**src/rtl/sfr_timer_pkg.sv**
```systemverilog
// Shared SFR address map and mode encoding for the 8051-style timer channels.
package sfr_timer_pkg;

  localparam logic [7:0] ADDR_TCON = 8'h88;
  localparam logic [7:0] ADDR_TMOD = 8'h89;
  localparam logic [7:0] ADDR_TL0  = 8'h8A;
  localparam logic [7:0] ADDR_TL1  = 8'h8B;
  localparam logic [7:0] ADDR_TH0  = 8'h8C;
  localparam logic [7:0] ADDR_TH1  = 8'h8D;

  // Bit addresses inside TCON (only meaningful with wr_bit_en=1).
  localparam logic [7:0] BIT_TR0 = 8'h8C;
  localparam logic [7:0] BIT_TF0 = 8'h8D;
  localparam logic [7:0] BIT_TR1 = 8'h8E;
  localparam logic [7:0] BIT_TF1 = 8'h8F;

  typedef enum logic [1:0] {
    MODE13       = 2'b00,
    MODE16       = 2'b01,
    MODE8_RELOAD = 2'b10,
    MODE_HALT    = 2'b11
  } tmr_mode_e;

  typedef struct packed {
    logic      gate;
    logic      ct;
    tmr_mode_e mode;
  } tmod_nib_t;

endpackage

```
**src/rtl/sfr_timer_pin_sync_edge.sv**
```systemverilog
// Multi-flop synchroniser for an idle-high async pin plus falling-edge detector.
module pin_sync_edge #(
  parameter int SYNC_STAGES = 2
) (
  input  logic clock,
  input  logic reset,
  input  logic pin_i,
  output logic sync_o,
  output logic fall_o
);

  logic [SYNC_STAGES-1:0] sync_q;
  logic                   prev_q;
  logic [SYNC_STAGES:0]   vld_q;

  // vld_q marks when prev_q holds a genuine pin sample, so a pin held low
  // through reset does not look like a falling edge against the reset value.
  always_ff @(posedge clock or posedge reset) begin
    if (reset) begin
      sync_q <= '1;
      prev_q <= 1'b1;
      vld_q  <= '0;
    end else begin
      sync_q <= {sync_q[SYNC_STAGES-2:0], pin_i};
      prev_q <= sync_q[SYNC_STAGES-1];
      vld_q  <= {vld_q[SYNC_STAGES-1:0], 1'b1};
    end
  end

  assign sync_o = sync_q[SYNC_STAGES-1];
  assign fall_o = vld_q[SYNC_STAGES] & prev_q & ~sync_q[SYNC_STAGES-1];

endmodule

```
**src/rtl/sfr_timer.sv**
```systemverilog
// One 8051 timer/counter channel: SFR decode, gating, four counting modes, TFx flag.
module sfr_timer
  import sfr_timer_pkg::*;
#(
  parameter int TIMER_ID    = 0,
  parameter int SYNC_STAGES = 2
) (
  input  logic       clock,
  input  logic       reset,
  input  logic [7:0] data_in,
  input  logic [7:0] addr,
  input  logic       wr_en,
  input  logic       wr_bit_en,
  input  logic       bit_in,
  input  logic       tick,
  input  logic       t_pin,
  input  logic       int_pin,
  input  logic       int_ack,
  output logic [7:0] tl_data,
  output logic [7:0] th_data,
  output logic [3:0] tmod_nib,
  output logic       tf,
  output logic       tr,
  output logic       ovf_pulse
);

  localparam logic [7:0] A_TL   = (TIMER_ID == 0) ? ADDR_TL0 : ADDR_TL1;
  localparam logic [7:0] A_TH   = (TIMER_ID == 0) ? ADDR_TH0 : ADDR_TH1;
  localparam logic [7:0] B_TR   = (TIMER_ID == 0) ? BIT_TR0  : BIT_TR1;
  localparam logic [7:0] B_TF   = (TIMER_ID == 0) ? BIT_TF0  : BIT_TF1;
  localparam int         TF_BIT = (TIMER_ID == 0) ? 5 : 7;
  localparam int         TR_BIT = TF_BIT - 1;

  logic [7:0] tl_q, tl_d, th_q, th_d;
  tmod_nib_t  tmod_q, tmod_d;
  logic       tf_q, tf_d, tr_q, tr_d, ovf_q, ovf_d;

  logic t_fall, int_sync, t_sync_unused, int_fall_unused;

  pin_sync_edge #(.SYNC_STAGES(SYNC_STAGES)) u_t_sync (
    .clock  (clock),
    .reset  (reset),
    .pin_i  (t_pin),
    .sync_o (t_sync_unused),
    .fall_o (t_fall)
  );

  pin_sync_edge #(.SYNC_STAGES(SYNC_STAGES)) u_int_sync (
    .clock  (clock),
    .reset  (reset),
    .pin_i  (int_pin),
    .sync_o (int_sync),
    .fall_o (int_fall_unused)
  );

  logic        byte_wr, bit_wr, tl_wr, th_wr, tmod_wr, tcon_wr;
  logic        run, cnt_evt, ovf;
  logic [12:0] cnt13;
  logic [7:0]  tl_cnt, th_cnt;

  always_comb begin
    byte_wr = wr_en & ~wr_bit_en;
    bit_wr  = wr_en & wr_bit_en;
    tl_wr   = byte_wr && (addr == A_TL);
    th_wr   = byte_wr && (addr == A_TH);
    tmod_wr = byte_wr && (addr == ADDR_TMOD);
    tcon_wr = byte_wr && (addr == ADDR_TCON);

    run     = tr_q & (~tmod_q.gate | int_sync);
    cnt_evt = run & (tmod_q.ct ? t_fall : tick);

    tl_cnt = tl_q;
    th_cnt = th_q;
    cnt13  = '0;
    ovf    = 1'b0;
    if (cnt_evt) begin
      case (tmod_q.mode)
        MODE13: begin
          {ovf, cnt13} = {1'b0, th_q, tl_q[4:0]} + 14'd1;
          th_cnt = cnt13[12:5];
          tl_cnt = {tl_q[7:5], cnt13[4:0]};
        end
        MODE16:       {ovf, th_cnt, tl_cnt} = {1'b0, th_q, tl_q} + 17'd1;
        MODE8_RELOAD: begin
          if (tl_q == 8'hFF) begin
            tl_cnt = th_q;
            ovf    = 1'b1;
          end else begin
            tl_cnt = tl_q + 8'd1;
          end
        end
        default: ;
      endcase
    end

    // A CPU write to either counter byte takes the cycle: no carry-out is flagged.
    tl_d   = tl_wr ? data_in : tl_cnt;
    th_d   = th_wr ? data_in : th_cnt;
    ovf_d  = ovf & ~(tl_wr | th_wr);
    tmod_d = tmod_wr ? tmod_nib_t'(data_in[TIMER_ID*4 +: 4]) : tmod_q;

    tf_d = tf_q;
    if (int_ack)                   tf_d = 1'b0;
    if (tcon_wr)                   tf_d = data_in[TF_BIT];
    if (bit_wr && (addr == B_TF))  tf_d = bit_in;
    if (ovf_d)                     tf_d = 1'b1;

    tr_d = tr_q;
    if (tcon_wr)                   tr_d = data_in[TR_BIT];
    if (bit_wr && (addr == B_TR))  tr_d = bit_in;
  end

  always_ff @(posedge clock or posedge reset) begin
    if (reset) begin
      tl_q   <= '0;
      th_q   <= '0;
      tmod_q <= '0;
      tf_q   <= 1'b0;
      tr_q   <= 1'b0;
      ovf_q  <= 1'b0;
    end else begin
      tl_q   <= tl_d;
      th_q   <= th_d;
      tmod_q <= tmod_d;
      tf_q   <= tf_d;
      tr_q   <= tr_d;
      ovf_q  <= ovf_d;
    end
  end

  assign tl_data   = tl_q;
  assign th_data   = th_q;
  assign tmod_nib  = tmod_q;
  assign tf        = tf_q;
  assign tr        = tr_q;
  assign ovf_pulse = ovf_q;

endmodule
```
**config.mk**
```make
export PLATFORM = sky130hd
export DESIGN_NAME = sfr_timer
export DESIGN_NICKNAME = d
export VERILOG_FILES = /design/src/rtl/sfr_timer_pkg.sv /design/src/rtl/sfr_timer_pin_sync_edge.sv /design/src/rtl/sfr_timer.sv
export SDC_FILE = /design/constraint.sdc
export NUM_CORES = 1
export LEC_CHECK = 0
export ABC_AREA = 1
export CORE_MARGIN = 4
export CORE_UTILIZATION = 43
export DETAILED_ROUTE_END_ITERATION = 6
export PLACE_DENSITY = 0.7
export SYNTH_ARGS = -nofsm -noshare
export SYNTH_HDL_FRONTEND = slang
export SYNTH_HIERARCHICAL = 1
export SYNTH_SLANG_ARGS = --single-unit
```
**constraint.sdc**
```tcl
create_clock -name clock -period 2.1 [get_ports clock]
set_clock_uncertainty 0.2 [all_clocks]
set_input_delay 0.21 -clock clock [delete_from_list [all_inputs] [get_ports clock]]
set_output_delay 0.21 -clock clock [all_outputs]
set_load 0.02 [all_outputs]
```
### Yosys cells after proc, flatten, opt, wreduce, memory -nomap -nowiden

Index checks and enable logic that the tools add are counted.

| word-level totals | value |
|---|---|
| bits in registers | 31 |
| latch bits | 0 |
| memory bits (writable) | 0 |
| bits in read-only memories | 0 |
| bits of input ports | 25 |
| output and inout bits | 23 |
| word-level logic and storage cells | 72 |
| memories kept | 0 |

| cells by class | value |
|---|---|
| add/sub/neg operators | 3 |
| multiply operators | 0 |
| div/mod/pow operators | 0 |
| magnitude comparators | 0 |
| equal/unequal tests | 9 |
| shifts and indexed selects | 0 |
| muxes and demuxes | 17 |
| bitwise logic cells | 13 |
| reductions and logical operators | 17 |

Operators by type and width:

| operator | number |
|---|---|
| $eq 8x8->1 const B | 6 |
| $mux 8 | 5 |
| $pmux 8 s3 | 1 |
| $add 16x1->17 const B | 1 |
| $pmux 8 s2 | 1 |
| $add 13x1->14 const B | 1 |
| $mux 1 | 9 |
| $add 8x1->8 const B | 1 |
| $reduce_bool 4->1 | 2 |
| $and 1x1->1 | 7 |
| $logic_and 1x1->1 | 6 |
| $reduce_bool 2->1 | 3 |
| $reduce_bool 3->1 | 2 |
| $not 1->1 | 4 |
| $reduce_and 2->1 | 2 |
| $pmux 1 s3 | 1 |
| $reduce_and 3->1 | 1 |
| $eq 2x1->1 const B | 1 |
| $eq 2x2->1 const B | 1 |
| $logic_not 2->1 | 1 |
| $ne 2x2->1 const B | 1 |
| $or 1x1->1 | 2 |

### Longest topological paths before layout

Gate-level depths: netlist (run 1).

| depth | value |
|---|---|
| depth after elaboration | 7 |
| mapped depth | 11 |
| gate-level depth less buffers | 10 |

### By module

Netlist (run 1), hierarchy kept.

By module, submodules not included:

| module | instances | cells an instance | area each (um^2) | seq. area each (um^2) |
|---|---|---|---|---|
| sfr_timer | 1 | 335 | 2,015.7 | 575.6 |
| pin_sync_edge | 2 | 10 | 171.4 | 153.9 |

### Worst setup path after synthesis (run 1)

Ideal clock, no wire load.

| timing | value |
|---|---|
| path type | flip-flop to flip-flop |
| start point | register tmod_q, in the netlist tmod_nib[1] |
| end point | register tl_q[4] (netlist: tl_data[4]) |
| library setup time | 0.076 ns |
| arrival | 1.586 ns |
| data required time | 1.824 ns |
| slack | 0.238 ns |
| stages on the path, launching flop included | 11 |
| buffers on the path | 1 |
| period minus slack after synthesis | 1.862 ns |
| cell sequence | dfrtp_1 > inv_1 > ha_1 > buf_2 > inv_1 > nand2_1 > o21ai_0 > nand2_2 > inv_2 > nand2_1 > o21ai_1 |

| between the ends | value |
|---|---|
| longest elaborated chain between the ends | 4 |
| elaborated cells on any way between the ends | 8 |
| classes of those cells | 2 x eq/ne; 3 x mux; 3 x reduce/logical |

Ends and longest elaborated chain:

| element | line | source |
|---|---|---|
| start, declared | sfr_timer.sv:35 | `tmod_nib_t tmod_q, tmod_d;` |
| start signal, assigned | sfr_timer.sv:124 | `tmod_q <= tmod_d;` |
| $eq 2x2->1 (tied with other cells) | sfr_timer.sv:77 | `case (tmod_q.mode)` |
| $pmux 8 s3 | sfr_timer.sv:77 |  |
| $mux 8 | sfr_timer.sv:76 | `if (cnt_evt) begin` |
| $mux 8 | sfr_timer.sv:97 | `tl_d = tl_wr ? data_in : tl_cnt;` |
| end signal, assigned | sfr_timer.sv:122 | `tl_q <= tl_d;` |
| end, declared | sfr_timer.sv:34 | `logic [7:0] tl_q, tl_d, th_q, th_d;` |

Several ways; a longest one is shown, not always the timed one. The select of a mux whose other input is x is not followed.
A chain may end at the register's enable or synchronous reset.

### Worst setup path after layout (run 1)

| timing | value |
|---|---|
| start point | register tmod_q, in the netlist tmod_nib[0] |
| end point | register tl_q[6] (netlist: tl_data[6]) |

The elaborated chain is that of the path after synthesis.

==> results of run 1 <==
[final timing paths]
check / from / endpoint
worst max-delay path: tmod_nib[0]$_DFFE_PP0P_ / tl_data[6]$_DFFE_PP0P_
worst min-delay path: t_pin / u_t_sync/sync_q[0]$_DFF_PP1_
worst max register to register: tmod_nib[0]$_DFFE_PP0P_ / tl_data[6]$_DFFE_PP0P_
worst min register to register: u_t_sync/vld_q[0]$_DFF_PP0_ / u_t_sync/vld_q[1]$_DFF_PP0_
max in group asynchronous: reset / ovf_pulse$_DFF_PP0_
min in group asynchronous: reset / u_t_sync/vld_q[0]$_DFF_PP0_
[through the flow]
step	setup slack (ns)	util
6_report	0.185	0.580
5_1_grt	0.00478	0.580
4_1_cts	0.171	0.579
3_5_place_dp	-0.0285	0.555
3_3_place_gp	0.00621	0.555
2_1_floorplan	0.238	-
[worst max-delay path, delay by kind of cell (launching register included)]
kind | cells | cell delay [ns]
simple gates | 4 | 0.42
fa+ha+maj | 1 | 0.32
buf+inv | 1 | 0.11
compound gates | 2 | 0.35
flops | 1 | 0.43
[report_power, final]
group | total (mW) | internal, mW | switching, mW
clock network | 0.614 | 0.353 | 0.261
registers | 0.774 | 0.679 | 0.0956
logic | 0.679 | 0.300 | 0.379
[state kept, by name (all words and copies together), names as in the netlist, 2 cells and up]
name,count
u_t_sync/sync_q,2
tl_data,8
u_t_sync/vld_q,3
tmod_nib,4
th_data,8
u_int_sync/sync_q,2
[routing by layer]
layer  track usage  part of all wire
met2         0.358              0.47
met3        0.0493             0.066
met5             0                 0
met4        0.0676             0.016
met1         0.294              0.45
[cell type report]
class | instances | area share
multi-input cells | 255 | 0.414
flip-flops and latches | 31 | 0.266
inverters | 58 | 0.0739
clock buffers | 5 | 0.0234
repair buffers | 54 | 0.178
clock inverters | 3 | 0.0149
well taps | 70 | 0.0297
[timing repair]
item / CTS / global route
hold buffers: 1 / 0
gates resized for setup: 0 / 1
endpoints found under the setup margin: 0 / 2
endpoints found under the hold margin: 3 / 0
buffers inserted: 0 / 0
==> flow_summary.json, run 1 <==
{
  "status": "finished clean",
  "vias": 2378,
  "nNetsFinal": 435,
  "avgSynthCellArea_sq_um": 6.45,
  "cp_slowest_cell": "dfrtp_1",
  "syn-instance-count": 348,
  "postPlaceCellArea_sq_um": 2820,
  "worstHoldPathCells": 1,
  "setup_viol": 0,
  "start_kind": "flop",
  "grt_util_all_layers": 0.222,
  "min_period_ns": 1.91,
  "max_stage_delay_ns": 0.43,
  "final_cells": 476,
  "syn-num-nets": 378,
  "max_freq_ghz": 0.522,
  "syn_to_final_growth_pct": 31.3,
  "drt_iter0_drc": 206,
  "fin_setup_tns_ns": 0,
  "cts_root_buf": "clkbuf_8",
  "worst-r2r-cell-count": 8,
  "io_buffers": 47,
  "path_cells": "inv_1 -> ha_1 -> nor2_1 -> nor2_1 -> nand3_1 -> o21ai_0 -> nand2_1 -> o21ai_0",
  "final_antenna_net_count": 0,
  "route.detailed.drc": 0,
  "core_sq_um": 5070,
  "cts_tree": "done",
  "final_common_cell": "nand2_1",
  "cts-buffers-inserted": 5,
  "arrival_ns": 1.93,
  "crit_path_end_kind": "flop",
  "syn_area_sq_um": 2240,
  "finalMaxSlewViolations": 0,
  "hpwlAfterDp_microns": 5080,
  "dr.pass1.iters": 5,
  "io_pins": 48,
  "grt_pass1_vias": 2261,
  "dp_cells": 467,
  "fin_area_sq_um": 2950,
  "clkTransAtPathRegs_ns": 0.07,
  "nFillCells": 520,
  "diodes": 0,
  "h-tree-depth": 2,
  "clock_sinks": 31,
  "routed_wl_microns": 6410,
  "r2r_slack_ns": 0.19,
  "total_power_mw": 2.07,
  "ir_worst_vdd_mv": 0.451,
  "hold_slack_ns": 0.119,
  "multi_input_area_sq_um": 1220,
  "critPathRequiredTime_ns": 2.11,
  "rsz0062_at_grt": "no",
  "ys_warn_count": 6,
  "worstSetupPathType": "reg -> reg",
  "power_leakage_nw": 1.43,
  "cts_buffer_depth": 2,
  "max_cap_viol_count": 0,
  "rows": 26,
  "avgViaCountPerCell": 5.00,
  "die_height_microns": 80.2,
  "timing.final.crit_share": 0.912,
  "grt_pass1_wl_microns": 10900,
  "dieWidth_microns": 80.2,
  "seq_area_sq_um": 782,
  "layout_common_cells": "nand2_1 (119), inv_1 (57), clkdlybuf4s50_1 (47)",
  "gp_congestion": 0.929,
  "overflow": 0,
  "hold_path_class": "in -> reg",
  "start_util": 0.442,
  "hold_violations": 0,
  "p_per_area_nw_per_um2": 702,
  "drive_gt1_frac": 0.0911,
  "dieArea_sq_um": 6440,
  "routedWlPerCell_microns": 13.5,
  "grt_max_degree": 24,
  "antenna_found_initial": 0,
  "clk_latency_ns": 0.29,
  "crit_path_max_fanout": 8
}
Power figures use the tool's default switching activity.
==> run 2: changes to the inputs <==
DONT_BUFFER_PORTS = 1   (was not set)
PLACE_DENSITY = 0.61   (was 0.7)
clock period = 1.69 ns   (was 2.1 ns; I/O delays follow)
==> flow_summary.json, run 2 (synthesis gave the netlist of run 1 again) <==
{
  "r2r_start": "tmod_nib[0]$_DFFE_PP0P_",
  "met1_length_microns": 2940,
  "min_period_ns": 1.68,
  "timing.rr.end": "tl_data[4]$_DFFE_PP0P_",
  "final_common_cell": "nand2_1",
  "dieArea_sq_um": 6440,
  "final_antenna_net_count": 0,
  "gp_congestion": 0.904,
  "overflow": 0,
  "p_sw_mw": 0.953,
  "cts_buffer_depth": 2,
  "clock_sinks": 31,
  "clk_latency_ns": 0.29,
  "hold_path_class": "in -> async",
  "p_per_area_nw_per_um2": 779,
  "power.clock.fraction": 0.260,
  "vias": 2471,
  "syn_to_final_growth_pct": 39.7,
  "cts_tree": "done",
  "io_pins": 48,
  "nNetsFinal": 442,
  "diodes": 0,
  "avgViaCountPerCell": 5.12,
  "core_sq_um": 5070,
  "max_freq_ghz": 0.596,
  "drive_gt1_frac": 0.305,
  "die_height_microns": 80.2,
  "fin_util": 0.617,
  "routedWlPerCell_microns": 14.4,
  "rows": 26,
  "route.met2.wl_microns": 3490,
  "start_kind": "flop",
  "setup_viol": 0,
  "h-tree-depth": 2,
  "grt_pass1_wl_microns": 11700,
  "grt_pass1_vias": 2515,
  "antenna_found_initial": 0,
  "drt_iter0_drc": 139,
  "top_layer_used": "met4",
  "crit_path_max_fanout": 4,
  "met3_length_microns": 383,
  "p_sw_frac": 0.390,
  "cts-buffers-inserted": 5,
  "max_cap_viol_count": 0,
  "postPlaceCellArea_sq_um": 2620,
  "start_util": 0.442,
  "hold_violations": 0,
  "cts_root_buf": "clkbuf_8",
  "power_leakage_nw": 1.59,
  "arrival_ns": 1.66,
  "pwr-share-seq": 0.382,
  "pwr-share-comb": 0.358,
  "route.detailed.drc": 0,
  "critPathRequiredTime_ns": 1.67,
  "hpwlAfterDp_microns": 5140,
  "grt_max_degree": 24,
  "clkTransAtPathRegs_ns": 0.08,
  "routed_wl_microns": 6970,
  "worst-r2r-cell-count": 9,
  "fin_area_sq_um": 3130,
  "r2r_slack_ns": 0.01,
  "io_buffers": 0,
  "rsz0062_at_grt": "yes",
  "status": "finished clean",
  "layout_common_cells": "nand2_1 (109), inv_1 (54), buf_4 (45)",
  "timing.final.crit_share": 0.993,
  "finalMaxSlewViolations": 0,
  "worstSetupPathType": "reg -> reg",
  "dieWidth_microns": 80.2,
  "internal_power_mw": 1.49,
  "ir_worst_vdd_mv": 0.424,
  "crit_path_end_kind": "flop",
  "dr.pass1.iters": 4,
  "nFillCells": 498,
  "grt_util_all_layers": 0.234
}
## run 2: changes by cell type in the layout (fill, tap and decap cells not counted), moves of 5 or more
cell,previous run,this run
nor2_1,25,16
o21ai_2,0,5
nand2_1,119,109
nand3_2,1,12
nand2_4,0,6
buf_4,6,45
dfrtp_1,26,21
nor2_2,4,12
o21ai_0,16,11
dlygate4sd3_1,1,15
dfrtp_2,0,5
clkdlybuf4s50_1,47,0
nand3_1,45,34
## run 2: metal layers
metal  track usage  up-vias
met2         0.416       77
met3        0.0561       19
met5             0        -
met4        0.0625        0
li1              -     1214
met1         0.281     1161
## run 2: critical path, cell delays in order, from the launching register on
cell and delay, ns:
dfrtp_2 0.44, inv_4 0.06, ha_4 0.27, inv_1 0.05, nor2_2 0.15, a21oi_1 0.09
o21ai_0 0.07, nand3_1 0.08, nand2_1 0.10, o21ai_2 0.06
## run 2: cell type report
class,count,area (sq um),area share
Timing Repair Buffer,61,499,0.159
Clock buffer,5,68.8,0.0220
Sequential cell,31,788,0.252
Inverter,58,225,0.0719
Multi-Input combinational cell,255,1440,0.459
Clock inverter,3,25.0,0.00799
Tap cell,70,87.6,0.0280
## run 2: through the flow
step	power (mW)	hold WS, ns	cells	TNS [ns]	worst slack (ns)
after floorplan	1.44	-0.242	348	0	0.000822
after global placement	1.74	-0.221	454	-0.649	-0.0778
after detailed placement	1.76	-0.223	454	-0.904	-0.124
after CTS	2.44	0.0361	477	0	0.000232
after global routing	2.62	0.0763	483	-1.09	-0.0952
final	2.44	0.0555	483	0	0.0119
## run 2: repair_timing
item,in CTS,in global routing
gates resized for setup,23,39
pin swaps,3,13
hold buffers,15,0
endpoints found under the setup margin,17,19
buffers inserted,0,6
hold endpoints to repair,55,0
## run 2: worst max path at each step
stage | startpoint | endpoint | slack, ns | depth (start not counted)
global route | u_t_sync/prev_q$_DFF_PP1_ | th_data[6]$_DFFE_PP0P_ | -0.1 | 10
floorplan | tmod_nib[0]$_DFFE_PP0P_ | tl_data[1]$_DFFE_PP0P_ | 0.0008 | 9
finish | tmod_nib[0]$_DFFE_PP0P_ | tl_data[4]$_DFFE_PP0P_ | 0.01 | 9
global placement | u_t_sync/prev_q$_DFF_PP1_ | th_data[1]$_DFFE_PP0P_ | -0.08 | 10
CTS | tmod_nib[1]$_DFFE_PP0P_ | th_data[6]$_DFFE_PP0P_ | 0.0002 | 8
detailed placement | u_t_sync/prev_q$_DFF_PP1_ | th_data[1]$_DFFE_PP0P_ | -0.12 | 10
## run 2: power groups by stage
stage,Sequential (mW),Combinational [mW],Clock [mW]
2_1_floorplan,1.07,0.364,0
3_3_place_gp,0.940,0.801,0
3_5_place_dp,0.942,0.815,0
4_1_cts,0.931,0.858,0.649
5_1_grt,0.943,0.980,0.695
6_report,0.932,0.873,0.634
==> run 3: changes to the inputs <==
CORE_UTILIZATION = 49   (was 43)
PLACE_DENSITY = 0.65   (was 0.61)
clock period = 1.74 ns   (was 1.69 ns; I/O delays follow)
==> flow_summary.json, run 3 (synthesis gave the netlist of run 1 again) <==
{
  "status": "complete, but fails checks",
  "violations": "negative hold slack",
  "antenna_found_initial": 0,
  "grt_pass1_vias": 2151,
  "path_cells": "ha_4 -> nand2_4 -> nor2_4 -> nand2_4 -> nand2_1 -> nand3_2 -> xor2_1 -> nand2_1 -> nand2_1",
  "ir_worst_vdd_mv": 0.574,
  "clk_latency_ns": 0.29,
  "hold_path_class": "in -> reg",
  "clock_sinks": 31,
  "io_pins": 48,
  "layout_common_cells": "nand2_1 (108), inv_1 (50), nand3_1 (40)",
  "max_cap_viol_count": 0,
  "rows": 24,
  "hold_slack_ns": -0.000743,
  "io_buffers": 0,
  "grt_pass1_wl_microns": 10200,
  "min_to": "tf$_DFFE_PP0P_",
  "h-tree-depth": 2,
  "cts-buffers-inserted": 5,
  "arrival_ns": 1.69,
  "overflow": 0,
  "crit_path_max_fanout": 6,
  "dieWidth_microns": 75.7,
  "worst-r2r-cell-count": 9,
  "routedWlPerCell_microns": 14.5,
  "diodes": 0,
  "worstHoldStart": "wr_en",
  "syn_to_final_growth_pct": 36.1,
  "grt_max_degree": 24,
  "r2r_slack_ns": 0.04,
  "vias": 2374,
  "crit_buf_inv": 0,
  "total_power_mw": 2.62,
  "drt_iter0_drc": 179,
  "final_common_cell": "nand2_1",
  "hpwlAfterDp_microns": 4960,
  "clkTransAtPathRegs_ns": 0.07,
  "dr.pass1.iters": 4,
  "setup_viol": 0,
  "cts_buffer_depth": 2,
  "rsz0062_at_grt": "yes",
  "critPathTopFamily": "simple AND/OR/NAND/NOR gates",
  "final_antenna_net_count": 0,
  "grt_util_all_layers": 0.240,
  "hold_violations": 1,
  "critPathRequiredTime_ns": 1.72,
  "crit_path_end_kind": "flop",
  "max_freq_ghz": 0.587,
  "finalMaxSlewViolations": 0,
  "avgViaCountPerCell": 5.16,
  "core_sq_um": 4380,
  "die_height_microns": 75.7,
  "routed_wl_microns": 6680,
  "timing.final.crit_share": 0.979,
  "worstSetupPathType": "reg -> reg",
  "p_per_area_nw_per_um2": 857,
  "worstHoldPathCells": 4,
  "start_kind": "flop",
  "cts_tree": "done",
  "drive_gt1_frac": 0.272,
  "dieArea_sq_um": 5730,
  "start_util": 0.512,
  "crit_top_cell": "nand2_1",
  "gp_congestion": 1.03,
  "route.detailed.drc": 0,
  "timing.rr.end": "th_data[4]$_DFFE_PP0P_",
  "nNetsFinal": 437,
  "max_stage_delay_ns": 0.40,
  "cts_root_buf": "clkbuf_8",
  "cp_slowest_cell": "dfrtp_2",
  "min_period_ns": 1.70,
  "r2r_start": "tl_data[1]$_DFFE_PP0P_",
  "power_leakage_nw": 1.55
}
[run 3: changes by cell type in the layout (fill, tap and decap cells not counted), sizes merged]
cell	delta
buf	-6
bufinv	+2
clkinv	-2
clkbuf	+1
clkinvlp	-1
nand2	+1
[run 3: final cells by class]
type | count | area, sq um
Inverter | 58 | 218
Multi-Input combinational cell | 256 | 1380
Clock buffer | 6 | 72.6
Sequential cell | 31 | 788
Fill cell | 375 | 1330
Clock inverter | 2 | 60.1
Tap cell | 52 | 65.1
Timing Repair Buffer | 55 | 469
[run 3: how the worst max path moves through the flow]
stage	from	end	slack [ns]	cells past startpoint
floorplan	tmod_nib[1]$_DFFE_PP0P_	th_data[3]$_DFFE_PP0P_	0.01	10
global placement	u_t_sync/prev_q$_DFF_PP1_	th_data[3]$_DFFE_PP0P_	-0.03	10
detailed placement	u_t_sync/prev_q$_DFF_PP1_	th_data[0]$_DFFE_PP0P_	-0.08	10
CTS	tl_data[0]$_DFFE_PP0P_	th_data[4]$_DFFE_PP0P_	0.005	9
global route	tl_data[1]$_DFFE_PP0P_	tl_data[3]$_DFFE_PP0P_	-0.05	10
finish	tl_data[1]$_DFFE_PP0P_	th_data[4]$_DFFE_PP0P_	0.04	9
[run 3: stage by stage]
step / instances / util / TNS, ns / instance area, sq um / worst slack (ns)
detailed placement: 432 / 0.583 / -0.530 / 2560 / -0.0756
finish: 460 / 0.696 / 0 / 3050 / 0.0364
global route: 460 / 0.696 / -0.313 / 3050 / -0.0512
global placement: 432 / 0.583 / -0.0777 / 2560 / -0.0279
CTS: 455 / 0.654 / 0 / 2870 / 0.00450
floorplan: 348 / - / 0 / 2250 / 0.0115
[run 3: power by group]
group          total (mW)  switching (mW)  internal [mW]
logic               0.859           0.525          0.334
registers           0.903          0.0789          0.824
clock network       0.855           0.283          0.572
[run 3: tightest hold or removal path, cell delays in order]
cell and delay [ns]:
nand2_1 0.04, nor2_1 0.06, nand3_1 0.09, nand3_1 0.08
[run 3: metal layers]
metal	track usage	up-vias	wire, microns	share of wire
met5	0	-	0	0
met4	0.0699	0	129	0.019
met3	0.0317	11	410	0.061
met2	0.387	75	3250	0.49
met1	0.335	1083	2890	0.43
li1	-	1205	-	-
[run 3: timing repair]
action	in CTS	in global routing
hold endpoints to repair	55	0
hold buffers	15	0
gates resized for setup	11	44
setup endpoints to repair	12	18
pin swaps	1	14
setup buffers	0	4
cloned	0	1
